`src/rtl/toggle_rx_pkg.sv`:
```
// Shared types and default sizes for the toggle event receiver.
// Used by the top and any lab block wanting the same encodings.
package toggle_rx_pkg;

  typedef enum logic {
    ST_INIT = 1'b0,
    ST_RUN  = 1'b1
  } rx_state_t;

  localparam int SYNC_STAGES_DEF = 2;
  localparam int CNT_W_DEF       = 8;
  localparam int PEND_W_DEF      = 4;

endpackage

```
`src/rtl/sync_ff.sv`:
```
// N-flop level synchroniser, async active-low reset to 0.
// Reusable by other lab blocks.
module sync_ff #(
  parameter int STAGES = 2
) (
  input  logic clk,
  input  logic rstn,
  input  logic d,
  output logic q
);

  logic [STAGES-1:0] r;

  always_ff @(posedge clk or negedge rstn) begin
    if (!rstn) r <= '0;
    else       r <= {r[STAGES-2:0], d};
  end

  assign q = r[STAGES-1];

endmodule

```
`src/rtl/toggle_event_rx.sv`:
```
// Toggle-line event receiver: sync, edge detect, pending queue count,
// wrapping total and sticky overflow.
module toggle_event_rx
  import toggle_rx_pkg::*;
#(
  parameter int SYNC_STAGES = SYNC_STAGES_DEF,
  parameter int CNT_W       = CNT_W_DEF,
  parameter int PEND_W      = PEND_W_DEF
) (
  input  logic              clk,
  input  logic              rstn,
  input  logic              tog_in,
  input  logic              clr,
  input  logic              evt_ready,
  output logic              evt_pulse,
  output logic              evt_valid,
  output logic [PEND_W-1:0] pending,
  output logic [CNT_W-1:0]  evt_count,
  output logic              overflow
);

  localparam int IW = $clog2(SYNC_STAGES + 2);
  localparam logic [IW-1:0] INIT_LAST = IW'(SYNC_STAGES);

  logic      synced;
  rx_state_t state_q, state_d;
  logic      ref_q, ref_d;
  logic      pulse_d;
  logic [IW-1:0] init_q, init_d;
  logic      pop;
  logic      pend_full;

  sync_ff #(.STAGES(SYNC_STAGES)) u_sync (
    .clk  (clk),
    .rstn (rstn),
    .d    (tog_in),
    .q    (synced)
  );

  always_ff @(posedge clk or negedge rstn) begin
    if (!rstn) begin
      state_q   <= ST_INIT;
      ref_q     <= 1'b0;
      init_q    <= '0;
      evt_pulse <= 1'b0;
    end else begin
      state_q   <= state_d;
      ref_q     <= ref_d;
      init_q    <= init_d;
      evt_pulse <= pulse_d;
    end
  end

  // INIT tracks the line until the reset-zeroed chain has filled,
  // so a line already high at release is never seen as an event.
  always_comb begin
    state_d = state_q;
    ref_d   = ref_q;
    init_d  = init_q;
    pulse_d = 1'b0;
    unique case (state_q)
      ST_INIT: begin
        ref_d  = synced;
        init_d = init_q + 1'b1;
        if (init_q == INIT_LAST) state_d = ST_RUN;
      end
      ST_RUN: begin
        pulse_d = synced ^ ref_q;
        ref_d   = synced;
      end
    endcase
  end

  assign evt_valid = |pending;
  assign pop       = evt_valid & evt_ready;
  assign pend_full = &pending;

  always_ff @(posedge clk or negedge rstn) begin
    if (!rstn) begin
      pending   <= '0;
      evt_count <= '0;
      overflow  <= 1'b0;
    end else if (clr) begin
      pending   <= '0;
      evt_count <= '0;
      overflow  <= 1'b0;
    end else begin
      if (evt_pulse) evt_count <= evt_count + 1'b1;
      unique case (1'b1)
        evt_pulse & ~pop: begin
          if (pend_full) overflow <= 1'b1;
          else           pending  <= pending + 1'b1;
        end
        ~evt_pulse & pop: pending <= pending - 1'b1;
        default: ;
      endcase
    end
  end

endmodule

```
`config.mk`:
```
export PLATFORM = sky130hd
export DESIGN_NAME = toggle_event_rx
export DESIGN_NICKNAME = d
export VERILOG_FILES = /design/src/rtl/toggle_rx_pkg.sv /design/src/rtl/sync_ff.sv /design/src/rtl/toggle_event_rx.sv
export SDC_FILE = /design/constraint.sdc
export NUM_CORES = 1
export LEC_CHECK = 0
export ABC_AREA = 1
export ABC_CLOCK_PERIOD_IN_PS = 2000
export CORE_ASPECT_RATIO = 0.6
export CORE_MARGIN = 5
export CORE_UTILIZATION = 45
export DETAILED_ROUTE_END_ITERATION = 10
export PLACE_DENSITY_LB_ADDON = 0.1
export SYNTH_ARGS = -nofsm -noshare
export SYNTH_HDL_FRONTEND = slang
export SYNTH_SLANG_ARGS = --single-unit
```
`constraint.sdc`:
```
create_clock -name clk -period 2 [get_ports clk]
set_input_delay 0.3 -clock clk [delete_from_list [all_inputs] [get_ports clk]]
set_output_delay 0.3 -clock clk [all_outputs]
set_load 0.02 [all_outputs]
```
# Word level (Yosys, flattened, before mapping)
# Cells that the tools add are included.
# classes
n_addsub	4
n_eq_ne	2
muxes	11
n_bitwise	6
n_reduce_logical	8
# ops
operator	count
$mux W8	2
$add A8 B1 Y8 const B	1
$mux W4	2
$pmux W4 S2	1
$mux W1	6
$reduce_bool A2 Y1	3
$add A4 B1 Y4 const B	1
$reduce_and A2 Y1	2
$reduce_and A4 Y1	1
$reduce_or A4 Y1	1
$sub A4 B1 Y4 const B	1
$and A1 B1 Y1	3
$ne A3 B3 Y1 const B	1
$reduce_bool A3 Y1	1
$add A2 B1 Y2 const B	1
$eq A2 B2 Y1 const B	1
$not A1 Y1	2
$xor A1 B1 Y1	1
# word_totals
reg_bits	20
input_bits	5
output_inout_bits	15
wordCells	39

# Longest topological paths before layout
# depth
ltp_word	6
ltp_mapped	12
mapped_depth_nobuf	12

# Hierarchy
# Synthesis repeated with hierarchy kept, for this count alone.
# hier_totals
hier_cells	106
hier_area_um2	977.2
# modules_own_cells
module	n_inst	cells_each	area_per_inst_um2	seq_area_each_um2
toggle_event_rx	1	104	927.1	450.4
sync_ff	1	2	50.0	50.0

# Least setup slack after synthesis
# Ideal clock, no wire load.
# synth_path
path_type	register -> register
start	register pending[1]
end	register pending[3]
setup_ns	0.117
t_arrival_ns	1.723
required_time_ns	1.883
setup_slack_ns	0.160
path_stages_with_launch	12
n_path_buf	0
synth_period_minus_slack_ns	1.840
path_cell_list	dfrtp_1 -> nor2_4 -> nand2_4 -> nand3_2 -> inv_1 -> ha_1 -> nand2_1 -> nand2_1 -> nor2_1 -> nand3_1 -> nand3_2 -> nand2_1
# synth_between
elab_chain_len	6
elab_cells_between_ends	14
cone_classes	add/sub (2); eq/ne (1); mux (3); bitwise (4); reduce/logical (4)
# synth_rtl
item	line	source
start: declaration	toggle_event_rx.sv:17	output logic [PEND_W-1:0] pending,
start signal: assignment	toggle_event_rx.sv:92	else pending <= pending + 1'b1;
$reduce_or A4 Y1 (*)	toggle_event_rx.sv:74	assign evt_valid = |pending;
named net evt_valid	toggle_event_rx.sv:16	output logic evt_valid,
$and A1 B1 Y1 (*)	toggle_event_rx.sv:75	assign pop = evt_valid & evt_ready;
$not A1 Y1	toggle_event_rx.sv:90	evt_pulse & ~pop: begin
$and A1 B1 Y1	toggle_event_rx.sv:90	
$pmux W4 S2, or another cell as far along	toggle_event_rx.sv:89	unique case (1'b1)
$mux W4 or $reduce_and A2 Y1 (tied branches)	-	
# The timed path passes the listed nets; every way through them passes the cells marked *. The select of a mux whose other input is x is not followed.
# A chain may end at the register's enable or synchronous reset.

# Worst setup path in the final report
# layout_path
start	register pending[1]
end	output evt_valid
# layout_between
elab_chain_len	1
# layout_rtl
item	line
$reduce_or A4 Y1	toggle_event_rx.sv:74
end: declaration	toggle_event_rx.sv:16
# No other way between the ends.

==> results.json <==
{
  "coreArea_um2": 2180,
  "cts_resized": 0,
  "seq_power_share_pct": 35.8,
  "pin_count": 20,
  "finalClockSkew_ns": 0.00131,
  "vias": 824,
  "synth-compound-area-share_pct": 8.12,
  "synth.most_common_cell": "nand2_1",
  "cts.htree.levels": 1,
  "rsz0062_at_grt": "no",
  "setup_viol": 0,
  "cp.arrival_ns": 1.56,
  "grt_antenna_before_repair": 0,
  "clk_pin_slew_ns": 0.07,
  "synth-edff-count": 0,
  "endpoint_kind": "output port",
  "clkPwrFrac_pct": 28.3,
  "syn_avg_cell_area_um2": 9.38,
  "wl_per_cell_um": 13.0,
  "synth_top_family_by_area": "simple AND/OR/NAND/NOR gates",
  "path_class": "register to output port",
  "clock-root-buffer": "clkbuf_8",
  "num-nets-final": 148,
  "antenna_left": 0,
  "rows": 13,
  "finalMaxSlewViolations": 0,
  "nFillCells": 186,
  "syn_to_final_growth_pct": 31.5,
  "dieArea_um2": 3380,
  "gp_congestion": 0.848,
  "cp-start-kind": "register",
  "p_per_area_nw_per_um2": 1040,
  "synth_seq_cells": 20,
  "grt_pass1_vias": 823,
  "period_needed_ns": 1.86,
  "synthMuxAreaShare_pct": 0,
  "cts.sinks": 20,
  "dr.pass1.iters": 4,
  "min_path_type": "register to register",
  "p_int_w": 0.000923,
  "syn-instance-count": 110,
  "antenna-diode-count": 0,
  "synthTopCellsByArea": "dfrtp_1 (48%), nand2_1 (8.0%), ha_1 (4.8%)",
  "ys_types": 26,
  "hpwlAfterDp_um": 1670,
  "cts_tree": "yes",
  "synth_warnings": 0,
  "synth_largest_area_cell": "dfrtp_1",
  "die_w_um": 71.8,
  "syn_area_um2": 1030,
  "drive_gt1_share_pct": 16.8,
  "clk_latency_ns": 0.26,
  "required_ns": 1.70,
  "ir_drop_mv": 0.508,
  "period_share_pct": 93.0,
  "synth-xor-area-share_pct": 1.70,
  "synth-main-ff-cell": "dfrtp_1",
  "via_per_inst": 4.93,
  "grt_overflow": 0,
  "grt_max_degree": 21,
  "hold_viol": 0,
  "port_buffers": 19,
  "async_flop_share_pct": 100,
  "postCtsSetupBuffers": 0,
  "seq_area_frac_synth_pct": 48.5,
  "crit_fanout": 6,
  "clock.fmax_ghz": 0.538,
  "worstMarginPinSlew_ns": 0.305,
  "final_core_util_pct": 62.3,
  "routed_wl_um": 2180,
  "grt_pass1_wl_um": 3880,
  "yosys.area_share.simple_pct": 29.1,
  "outcome": "finished, final reports clean",
  "synthAdderAreaFrac_pct": 6.79,
  "worst_hold_slack_ns": 0.364,
  "cts_hold_buffers": 0,
  "maxCapViolCount": 0,
  "cts_buffers": 3,
  "chipHeight_um": 47.1,
  "tns_ns": 0,
  "p_leak_nw": 0.655,
  "maxSlewHeadroom_pct": 79.7,
  "p_sw_share_pct": 34.6,
  "initial_core_util_pct": 47.4,
  "comb_power_share_pct": 35.8,
  "power.switching_w": 0.000487,
  "synthTopCellsByCount": "nand2_1 (22), dfrtp_1 (20), inv_1 (12), nor2_1 (10), nand3_1 (7)",
  "grt_usage_pct": 15.4,
  "drt_iter0_markers": 84,
  "drc": 0,
  "syn_nets": 120,
  "max-clock-path-buffers": 2,
  "synth_top_area_share_pct": 48.5
}
-- routing by layer --
| layer | track usage (%) | up-vias | part of all wire (%) |
|---|---|---|---|
| li1 | - | 409 | - |
| met5 | 0 | - | 0 |
| met3 | 4.49 | 0 | 3.7 |
| met4 | 4.49 | 0 | 0 |
| met1 | 20.1 | 397 | 47 |
| met2 | 25.7 | 18 | 49 |
-- area by class of cell --
class                      count  area (um^2)  area share, %
multi-input combinational     76          472           34.7
tap                           30         37.5           2.76
sequential                    20          500           36.9
inverter                      13         48.8           3.59
timing repair buffer          24          228           16.8
clock inverter                 1         30.0           2.21
clock buffer                   3         41.3           3.04
-- power groups by stage --
stage          sequential, W  clock [W]  combinational [W]
6_report            0.000505   0.000400           0.000505
5_1_grt             0.000513   0.000431           0.000553
4_1_cts             0.000504   0.000409           0.000508
3_5_place_dp        0.000512          0           0.000503
3_3_place_gp        0.000510          0           0.000504
2_1_floorplan       0.000544          0           0.000269
-- cells in the final DEF (no fill, tap or decap), drive strengths merged --
cell type | synthesis | routed
bufinv | 0 | 1
xor2 | 1 | 1
clkdlybuf4s50 | 0 | 19
a21oi | 7 | 7
nor3 | 3 | 3
or2 | 1 | 1
clkbuf | 0 | 3
nand2 | 26 | 26
o21ai | 6 | 6
xnor2 | 1 | 1
buf | 1 | 5
o21a | 1 | 1
inv | 13 | 13
nor2 | 13 | 13
ha | 4 | 4
fa | 1 | 1
dfrtp | 20 | 20
nand4 | 2 | 2
nand3 | 10 | 10
-- final timing paths --
kind	startpoint	end	slack, ns	cells after the start
worst min register to register	u_sync.r[0]	u_sync.r[1]	0.36	0
worst max-delay path	pending[1]	evt_valid	0.14	3
max in group asynchronous	rstn	evt_count[2]	1.42	2
worst max register to register	pending[1]	pending[3]	0.19	11
worst min-delay path	u_sync.r[0]	u_sync.r[1]	0.36	0
min in group asynchronous	rstn	evt_count[7]	0.37	2
-- cells by family (layout without fill, tap and decap cells) --
logic type | count (synthesis) | in the layout
buffers and inverters | 14 | 41
xor gates and xnor gates | 2 | 2
DFF | 20 | 20
and+or+nand+nor | 55 | 55
adders and majority gates | 5 | 5
AOI/OAI and AO/OA | 14 | 14
-- registers in the layout (all words and copies together) (netlist names) --
name       count
ref_q          1
overflow       1
init_q         2
pending        4
evt_pulse      1
state_q        1
u_sync.r       2
evt_count      8
-- through the flow --
step                      instance area, um^2  total power (W)  std cells  setup WS (ns)
after floorplan                          1030         0.000813        110          0.160
after global placement                   1290          0.00101        163          0.166
after detailed placement                 1290          0.00102        163          0.120
after CTS                                1360          0.00142        167          0.131
after global routing                     1360          0.00150        167         0.0236
final                                    1360          0.00141        167          0.140
-- critical path, stage by stage (launching register included) --
cell	delay [ns]
dfrtp_1	0.52
nor2_4	0.08
nand2_4	0.10
clkdlybuf4s50_1	0.61
No activity file was read; power rests on OpenSTA's default activity.
